`src/rtl/frontend_redirect_ctrl.sv`:
```
// Front-end redirect controller: arbitrates backend/decode redirects, hands the
// winning target to fetch, sequences the refill bubble and counts redirects.
module frontend_redirect_ctrl #(
  parameter int ADDR_WIDTH    = 32,
  parameter int REFILL_CYCLES = 2,
  parameter int CNT_WIDTH     = 16
) (
  input  logic                  clk,
  input  logic                  reset,
  input  logic                  be_redirect_valid,
  input  logic [ADDR_WIDTH-1:0] be_redirect_pc,
  input  logic                  dec_redirect_valid,
  input  logic [ADDR_WIDTH-1:0] dec_redirect_pc,
  input  logic                  backend_stall,
  input  logic                  fetch_ready,
  input  logic                  counter_clr,
  output logic                  fetch_redirect_valid,
  output logic [ADDR_WIDTH-1:0] fetch_redirect_pc,
  output logic                  fetch_flush,
  output logic                  decode_flush,
  output logic                  decode_stall,
  output logic                  busy,
  output logic [CNT_WIDTH-1:0]  be_redirect_cnt,
  output logic [CNT_WIDTH-1:0]  dec_redirect_cnt
);

  typedef enum logic [1:0] {
    IDLE       = 2'd0,
    WAIT_FETCH = 2'd1,
    REFILL     = 2'd2
  } state_t;

  localparam logic [3:0] REFILL_INIT = 4'(REFILL_CYCLES);

  state_t                state;
  logic [ADDR_WIDTH-1:0] pc_q;
  logic [3:0]            refill_cnt;
  logic                  be_acc;
  logic                  dec_acc;

  // Decode redirects in WAIT_FETCH/REFILL come from wrong-path code and are dropped.
  assign be_acc  = be_redirect_valid;
  assign dec_acc = dec_redirect_valid && !be_redirect_valid && (state == IDLE);

  // NOTE: sequential state uses non-blocking assignments so every register
  // samples pre-edge values regardless of statement order.
  always_ff @(posedge clk or negedge reset) begin
    if (!reset) begin
      state      <= IDLE;
      pc_q       <= '0;
      refill_cnt <= '0;
    end else if (be_acc) begin
      // A backend redirect overrides any sequence in flight, even a completing handshake.
      state      <= WAIT_FETCH;
      pc_q       <= be_redirect_pc;
      refill_cnt <= '0;
    end else begin
      unique case (state)
        IDLE: begin
          if (dec_acc) begin
            state <= WAIT_FETCH;
            pc_q  <= dec_redirect_pc;
          end
        end
        WAIT_FETCH: begin
          if (fetch_ready) begin
            if (REFILL_CYCLES == 0) begin
              state <= IDLE;
            end else begin
              state      <= REFILL;
              refill_cnt <= REFILL_INIT;
            end
          end
        end
        REFILL: begin
          refill_cnt <= refill_cnt - 4'd1;
          if (refill_cnt == 4'd1) state <= IDLE;
        end
        default: state <= IDLE;
      endcase
    end
  end

  always_ff @(posedge clk or negedge reset) begin
    if (!reset) begin
      be_redirect_cnt  <= '0;
      dec_redirect_cnt <= '0;
    end else if (counter_clr) begin
      be_redirect_cnt  <= '0;
      dec_redirect_cnt <= '0;
    end else begin
      if (be_acc && !(&be_redirect_cnt))   be_redirect_cnt  <= be_redirect_cnt + 1'b1;
      if (dec_acc && !(&dec_redirect_cnt)) dec_redirect_cnt <= dec_redirect_cnt + 1'b1;
    end
  end

  assign fetch_redirect_valid = (state == WAIT_FETCH);
  assign fetch_redirect_pc    = (state == WAIT_FETCH) ? pc_q : '0;
  assign fetch_flush          = (state == WAIT_FETCH);
  assign decode_flush         = (state != IDLE);
  assign busy                 = (state != IDLE);
  // Flush dominates stall: stall only passes through while idle.
  assign decode_stall         = backend_stall && (state == IDLE);

endmodule

```
`config.mk`:
```
export PLATFORM = sky130hd
export DESIGN_NAME = frontend_redirect_ctrl
export DESIGN_NICKNAME = d
export VERILOG_FILES = /design/src/rtl/frontend_redirect_ctrl.sv
export SDC_FILE = /design/constraint.sdc
export NUM_CORES = 1
export LEC_CHECK = 0
export BUFFER_PORTS_ARGS = -buffer_cell sky130_fd_sc_hd__buf_2
export CAP_MARGIN = 15
export CORE_ASPECT_RATIO = 0.8
export CORE_UTILIZATION = 31
export CTS_CLUSTER_DIAMETER = 30
export CTS_CLUSTER_SIZE = 8
export DETAILED_ROUTE_END_ITERATION = 10
export HOLD_SLACK_MARGIN = 0.06
export PLACE_DENSITY = 0.61
export SLEW_MARGIN = 20
export SYNTH_ARGS = -nofsm -noshare
export SYNTH_HDL_FRONTEND = slang
export SYNTH_SLANG_ARGS = --single-unit
```
`constraint.sdc`:
```
create_clock -name clk -period 2.4 [get_ports clk]
set_input_delay 0.48 -clock clk [delete_from_list [all_inputs] [get_ports clk]]
set_output_delay 0.48 -clock clk [all_outputs]
set_load 0.05 [all_outputs]
```
==> results of run 1 <==
kinds of logic after synthesis:
kind of cell / after synthesis
simple gates: 177
compound gates: 99
flops: 70
mux: 36
buf+inv: 31
fa+ha+maj: 4
xor+xnor: 1
registers in the layout, indices dropped and copies added, names as in the netlist:
| name | count |
|---|---|
| be_redirect_cnt | 16 |
| dec_redirect_cnt | 16 |
| pc_q | 32 |
| refill_cnt | 4 |
| state | 2 |
final cells by class:
class                           instances  share of cell area [%]
Timing Repair Buffer                  151                    16.3
Tap cell                              148                    3.71
Inverter                                8                   0.602
Clock buffer                           10                    4.59
Sequential cell                        70                    35.1
Antenna cell                            1                  0.0501
Multi-Input combinational cell        317                    39.3
Clock inverter                          3                   0.301
Yosys cell counts (2+ instances only):
library cell               count
sky130_fd_sc_hd__or4_1         9
sky130_fd_sc_hd__o21ai_0      49
sky130_fd_sc_hd__and2_1       33
sky130_fd_sc_hd__nor2_1       16
sky130_fd_sc_hd__o31ai_1       9
sky130_fd_sc_hd__nor2b_1       4
sky130_fd_sc_hd__buf_1         3
sky130_fd_sc_hd__and4_1        3
sky130_fd_sc_hd__mux2i_1      34
sky130_fd_sc_hd__ha_1          4
sky130_fd_sc_hd__nor3_1       11
sky130_fd_sc_hd__nor4_1        8
sky130_fd_sc_hd__nand3b_1      2
sky130_fd_sc_hd__mux2_2        2
sky130_fd_sc_hd__a21oi_1      27
sky130_fd_sc_hd__buf_2         2
sky130_fd_sc_hd__and3_1        3
sky130_fd_sc_hd__nand2_1      52
sky130_fd_sc_hd__inv_1         8
sky130_fd_sc_hd__or3_1        10
sky130_fd_sc_hd__nand3_1       9
sky130_fd_sc_hd__a31oi_1       2
sky130_fd_sc_hd__dfrtp_1      70
sky130_fd_sc_hd__buf_4         2
sky130_fd_sc_hd__o21bai_1      2
sky130_fd_sc_hd__o31a_1        2
sky130_fd_sc_hd__nand4_1      12
sky130_fd_sc_hd__o311a_1       2
sky130_fd_sc_hd__clkbuf_1     16
path summary, 6_finish.rpt:
check,startpoint,to,slack [ns],cells after the start
max in group asynchronous,reset,dec_redirect_cnt[3],1.92,2
min in group clk,dec_redirect_pc[26],pc_q[26],0.44,3
min,reset,pc_q[10],0.16,2
min reg2reg,pc_q[4],pc_q[4],0.47,2
max reg2reg,state[0],dec_redirect_cnt[10],0.41,4
max,state[0],fetch_redirect_pc[31],0.17,5
worst max-delay path: stages (launching register included):
cell and delay [ns]:
sky130_fd_sc_hd__dfrtp_1 0.41, sky130_fd_sc_hd__buf_4 0.20, sky130_fd_sc_hd__nor2b_2 0.16, sky130_fd_sc_hd__buf_6 0.23, sky130_fd_sc_hd__and2_1 0.16, sky130_fd_sc_hd__buf_2 0.26
report_power, final:
group	internal, W	switching [W]	total [W]	leakage (nW)
clock	0.000675	0.000465	0.00114	0.124
sequential	0.00126	0.0000415	0.00130	0.912
combinational	0.000226	0.000531	0.000758	1.34
total	0.00216	0.00104	0.00320	2.37
through the flow:
step / total power, W / instances / setup slack [ns]
2_1_floorplan: 0.00185 / 418 / 0.0946
3_3_place_gp: 0.00208 / 694 / 0.271
3_5_place_dp: 0.00209 / 694 / 0.233
4_1_cts: 0.00325 / 707 / 0.0858
5_1_grt: 0.00336 / 707 / 0.0502
6_report: 0.00320 / 708 / 0.166
per-layer routing:
| metal | share of wire, % | global-route usage [%] |
|---|---|---|
| met4 | 1.5 | 6.12 |
| met2 | 47 | 24.9 |
| met3 | 3.8 | 4.12 |
| met5 | 0 | 0 |
| met1 | 47 | 21.1 |
==> flow_metrics.tcl, run 1 <==
set metrics [dict create \
    synth_area_leaders "sky130_fd_sc_hd__dfrtp_1 46%, sky130_fd_sc_hd__mux2i_1 8.9%, sky130_fd_sc_hd__o21ai_0 6.4%" \
    maxSlewViolCount 0 \
    synth_top_family_by_area "simple AND/OR/NAND/NOR gates" \
    synth_cells 418 \
    period_minus_slack_ns 2.23 \
    portBuffers 139 \
    timing_hold_violations_final 0 \
    worst_setup_hold_path_clk_slew_ns 0.05 \
    holdBufCountCts 0 \
    design.portCount 140 \
    cts_resized 0 \
    synthFlopType "sky130_fd_sc_hd__dfrtp_1" \
    layout.area.seq_um2 1750 \
    vias 3578 \
    finish.instance_area_um2 4990 \
    tightestPinTransition_ns 0.584 \
    vdd_ir_drop_max_mv 0.311 \
    clk_latency_ns 0.33 \
    finalNetCount 632 \
    synthDominantAreaCellType "sky130_fd_sc_hd__dfrtp_1" \
    postCtsSetupRepairBufs 0 \
    floorplan.core_area_um2 11800 \
    layout-drive-gt1-share_pct 30.6 \
    holdWs_ns 0.160 \
    commonest_cells_after_routing_fill_and_taps_aside "139 x sky130_fd_sc_hd__buf_2, 70 x sky130_fd_sc_hd__dfrtp_1, 52 x sky130_fd_sc_hd__nand2_1" \
    die-width_um 126 \
    avgViaCountPerCell 5.05 \
    max_cap_violations 0 \
    rsz_0062_raised_after_global_routing "no" \
    start_util_pct 32.5 \
    synth_enable_flop_cells 0 \
    multi_input_area_um2 1960 \
    status "complete, no violations" \
    cts_tree "done" \
    tritoncts_num_sinks 70 \
    nFillCells 1177 \
    cts_inserted_buffers 9 \
    ys_seq_area_share_pct 45.8 \
    initialDrtViolationCount 169 \
    synth.area.mux_share_pct 9.48 \
    layout-area-overhead-vs-synth_pct 30.4 \
    globalRouteOverflowTotal 0 \
    worstSetupStartpointType "flip-flop" \
    dieArea_um2 12800 \
    end_kind "output port" \
    synthSimpleGateAreaFrac_pct 25.2 \
    worst-endpoint-required_ns 1.92 \
    mostFrequentLayoutCell "sky130_fd_sc_hd__buf_2" \
    achievable-frequency_mhz 448 \
    route.detailed.wl_per_inst_um 14.2 \
    power_density_nw_per_um2 641 \
    ctsLongestPathBuffers 2 \
    grt_antenna_before_repair 0 \
    dr.pass1.iters 4 \
    timing.setup.tns_ns 0 \
    cts_root_buf "sky130_fd_sc_hd__clkbuf_16" \
    timing.hold.worst.class "primary input to asynchronous set/reset pin" \
    gp_routability_congestion 0.818 \
    layout.core_utilization_pct 42.4 \
    floorplan.rows 35 \
    share_of_the_synthesized_netlist_area_taken_by_xor_and_xnor_gates_pct 0.229 \
    synth_warnings 0 \
    final_min_period_over_clock_period_pct 93.1 \
    number_of_distinct_standard_cells_referenced_by_the_synthesized_netlist 41 \
    synth.net_count 493 \
    fin_clk_skew_ns 0.00533 \
    placement.cell_area_um2 4740 \
    grt_pass1_wl_um 16000 \
    synth_compound_area_share_pct 14.7 \
    global_route.usage.total_pct 15.9 \
    setup-violations-final 0 \
    total_wire_length_um 10000 \
    timing.slew.headroom_pct 61.1 \
    mappedNetlistArea_um2 3830 \
    first_global_vias 3293 \
    syn_avg_cell_area_um2 9.16 \
    crit_arrival_ns 1.75 \
    die_h_um 101 \
    dp_hpwl_um 7370 \
    cellLeakagePower_nw 2.37 \
    async_s_r_ff_share_synth_pct 100 \
    timing_worst_setup_path_type "flip-flop to output port" \
    crit_fanout 34 \
    postRouteAntennaNets 0 \
    grt_start_max_net_pins 71 \
    yosys.area_share.adder_pct 1.31 \
    post-route-drc-count 0 \
    cts_max_level 3 \
    yosysTopAreaCellShare_pct 45.8 \
    synth.ff_latch_count 70 \
]
Note: power is estimated with default switching activity, not from simulation.
==> run 2: changes to the inputs <==
--- a/config.mk
+++ b/config.mk
@@ -5,6 +5,8 @@
 export SDC_FILE = /design/constraint.sdc
 export NUM_CORES = 1
 export LEC_CHECK = 0
+export ABC_AREA = 1
+export ABC_CLOCK_PERIOD_IN_PS = 2400
 export BUFFER_PORTS_ARGS = -buffer_cell sky130_fd_sc_hd__buf_2
 export CAP_MARGIN = 15
 export CORE_ASPECT_RATIO = 0.8
@@ -12,6 +14,7 @@
 export CTS_CLUSTER_DIAMETER = 30
 export CTS_CLUSTER_SIZE = 8
 export DETAILED_ROUTE_END_ITERATION = 10
+export GPL_ROUTABILITY_DRIVEN = 1
 export HOLD_SLACK_MARGIN = 0.06
 export PLACE_DENSITY = 0.61
 export SLEW_MARGIN = 20
==> run 2 against run 1 <==
The run now ends with design-rule violations left. Clock power increased by 46%. Core utilization decreased by 0.94 points. Cell count increased by 26%. First-iteration DRC count increased by 50%. Cell area increased by 6.8%. Highest routed layer unchanged.
==> flow_metrics.tcl, run 2 <==
set metrics [dict create \
    status "finished, violations left" \
    violations "design-rule violations" \
    period_minus_slack_ns 2.07 \
    reg.largest.list "pc_q (32), be_redirect_cnt (16), dec_redirect_cnt (16)" \
    floorplan.core_area_um2 12900 \
    timing.setup.tns_ns 0 \
    nFillCells 1379 \
    synth.area.mux_share_pct 0 \
    timing.slew.headroom_pct 62.8 \
    crit_fanout 30 \
    end_kind "output port" \
    yosys.area_share.adder_pct 1.23 \
    synth_cells 576 \
    dieArea_um2 13600 \
    floorplan.rows 37 \
    cellLeakagePower_nw 2.92 \
    postRouteAntennaNets 0 \
    clk_latency_ns 0.33 \
    largest_register_ff_count 32 \
    dr.pass1.iters 8 \
    synth_enable_flop_cells 0 \
    cts_root_buf "sky130_fd_sc_hd__clkbuf_16" \
    grt_pass1_wl_um 17800 \
    first_global_vias 3525 \
    layout-area-overhead-vs-synth_pct 30.7 \
    synthFlopType "sky130_fd_sc_hd__dfrtp_1" \
    async_s_r_ff_share_synth_pct 100 \
    critPathTopFamily "buffers and inverters" \
    finalNetCount 786 \
    die_h_um 105 \
    reg2reg_from "be_redirect_cnt[0]" \
    worst-endpoint-required_ns 1.92 \
    die-width_um 130 \
    ys_seq_area_share_pct 42.9 \
    number_of_distinct_standard_cells_referenced_by_the_synthesized_netlist 31 \
    route.detailed.wl_per_inst_um 12.2 \
    r2r-end "be_redirect_cnt[9]" \
    vdd_ir_drop_max_mv 0.284 \
    regMostFlops "pc_q" \
    yosys-top-cells-count "194 x sky130_fd_sc_hd__nand2_1, 107 x sky130_fd_sc_hd__nor2_1, 70 x sky130_fd_sc_hd__dfrtp_1" \
    tightestPinTransition_ns 0.557 \
    synth_top_family_by_area "simple AND/OR/NAND/NOR gates" \
    timing.critical_path.cells "inv_1, nand2_1, buf_4, nor2_1, buf_2" \
    layout.core_utilization_pct 41.4 \
    synth.ff_latch_count 70 \
    timing.hold.worst.class "primary input to flip-flop" \
    maxSlewViolCount 0 \
    worstHoldStart "fetch_ready" \
    setup-violations-final 0 \
    yosysTopAreaCellShare_pct 42.9 \
    vias 3999 \
    worstSetupStartpointType "flip-flop" \
    synthDominantAreaCellType "sky130_fd_sc_hd__dfrtp_1" \
    reg2reg_slack_ns 0.67 \
    critical_path.slowest_cell "sky130_fd_sc_hd__dfrtp_1" \
    achievable-frequency_mhz 482 \
    max_cap_violations 0 \
    global_route.usage.total_pct 16.5 \
    avgViaCountPerCell 4.49 \
    report.power.total_w 0.00378 \
    start_util_pct 31.7 \
    synthSimpleGateAreaFrac_pct 37.6 \
    cts_inserted_buffers 9 \
    mappedNetlistArea_um2 4080 \
    synth_area_leaders "sky130_fd_sc_hd__dfrtp_1 43%, sky130_fd_sc_hd__nand2_1 18%, sky130_fd_sc_hd__nor2_1 9.8%" \
    synth_warnings 0 \
    mostFrequentLayoutCell "sky130_fd_sc_hd__nand2_1" \
    critPathMaxStageDelay_ns 0.37 \
    final_min_period_over_clock_period_pct 86.4 \
    syn_avg_cell_area_um2 7.09 \
    timing.critical_path.buf_inv 3 \
    post-synth-top-count-cell "sky130_fd_sc_hd__nand2_1" \
    rsz_0062_raised_after_global_routing "no" \
    synth.net_count 651 \
    timing_hold_violations_final 0 \
    commonest_cells_after_routing_fill_and_taps_aside "194 x sky130_fd_sc_hd__nand2_1, 139 x sky130_fd_sc_hd__buf_2, 107 x sky130_fd_sc_hd__nor2_1" \
    worst_setup_hold_path_clk_slew_ns 0.06 \
    antenna_cells 0 \
    dp_hpwl_um 7920 \
    grt_start_max_net_pins 65 \
    cts_tree "done" \
    post-route-drc-count 1 \
    timing.critical_path.depth 5 \
    worst_setup_path_endpoint "fetch_redirect_pc[6]" \
    layout-drive-gt1-share_pct 25.6 \
    fin_clk_skew_ns 0.00591 \
    worstRegToRegCells 10 \
    postCtsSetupRepairBufs 0 \
    share_of_the_synthesized_netlist_area_taken_by_xor_and_xnor_gates_pct 2.58 \
    tritoncts_num_sinks 70 \
    power_density_nw_per_um2 710 \
    synth_compound_area_share_pct 6.90 \
    initialDrtViolationCount 254 \
    portBuffers 139 \
    globalRouteOverflowTotal 0 \
    gp_routability_congestion 0.840 \
    total_wire_length_um 10800 \
    cts_max_level 3 \
    crit_arrival_ns 1.59 \
    cp-startpoint "state[1]" \
    grt_antenna_before_repair 0 \
    design.portCount 140 \
    ctsLongestPathBuffers 2 \
    timing_worst_setup_path_type "flip-flop to output port" \
]
run 2: worst min path at each step:
stage | to | slack (ns) | cells past startpoint
2_1_floorplan | be_redirect_cnt[0] | 0.18 | 0
3_3_place_gp | pc_q[26] | 0.36 | 1
3_5_place_dp | pc_q[26] | 0.36 | 1
4_1_cts | state[0] | 0.39 | 2
5_1_grt | pc_q[30] | 0.40 | 3
6_report | state[0] | 0.40 | 2
run 2: report_power, final:
group / leakage, nW / total [W] / switching [W] / internal (W)
logic: 1.86 / 0.000829 / 0.000615 / 0.000214
registers: 0.888 / 0.00130 / 0.0000416 / 0.00126
clock network: 0.179 / 0.00166 / 0.000510 / 0.00115
total: 2.92 / 0.00378 / 0.00117 / 0.00262
run 2: per-layer routing:
metal	vias to the layer above	share of wire, %	track usage [%]
met5	-	0	0
met4	0	1.8	4.90
met2	108	44	24.3
met3	16	4.7	3.58
li1	2066	-	-
met1	1809	49	23.8
run 2: cell families (layout without fill, tap and decap cells):
family,after synthesis,count (layout)
XOR/XNOR,12,12
buffers and inverters,86,226
adder cells (fa/ha/maj),4,4
AND/OR/NAND/NOR,359,359
flip-flops,70,70
AO/OA/AOI/OAI,45,45
run 2: repair_timing:
action / 4_1_cts / 5_1_grt
gates resized for setup: 0 / 0
endpoints found under the setup margin: 0 / 0
endpoints found under the hold margin: 6 / 0
hold buffers: 1 / 0
run 2: cell type report:
type	instances	area, µm²	area share (%)
sequential	70	1750	32.8
inverter	63	236	4.43
clock inverter	6	133	2.49
timing repair buffer	147	783	14.7
tap	175	219	4.11
multi-input combinational	420	1970	37.0
clock buffer	10	239	4.48
run 2: metrics by stage:
stage	hold WS, ns	setup WS (ns)	area [µm²]	instances
2_1_floorplan	0.184	0.481	4080	576
3_3_place_gp	0.362	0.650	4950	874
3_5_place_dp	0.359	0.670	4950	874
4_1_cts	0.385	0.304	5330	891
5_1_grt	0.397	0.196	5330	891
6_report	0.400	0.326	5330	891
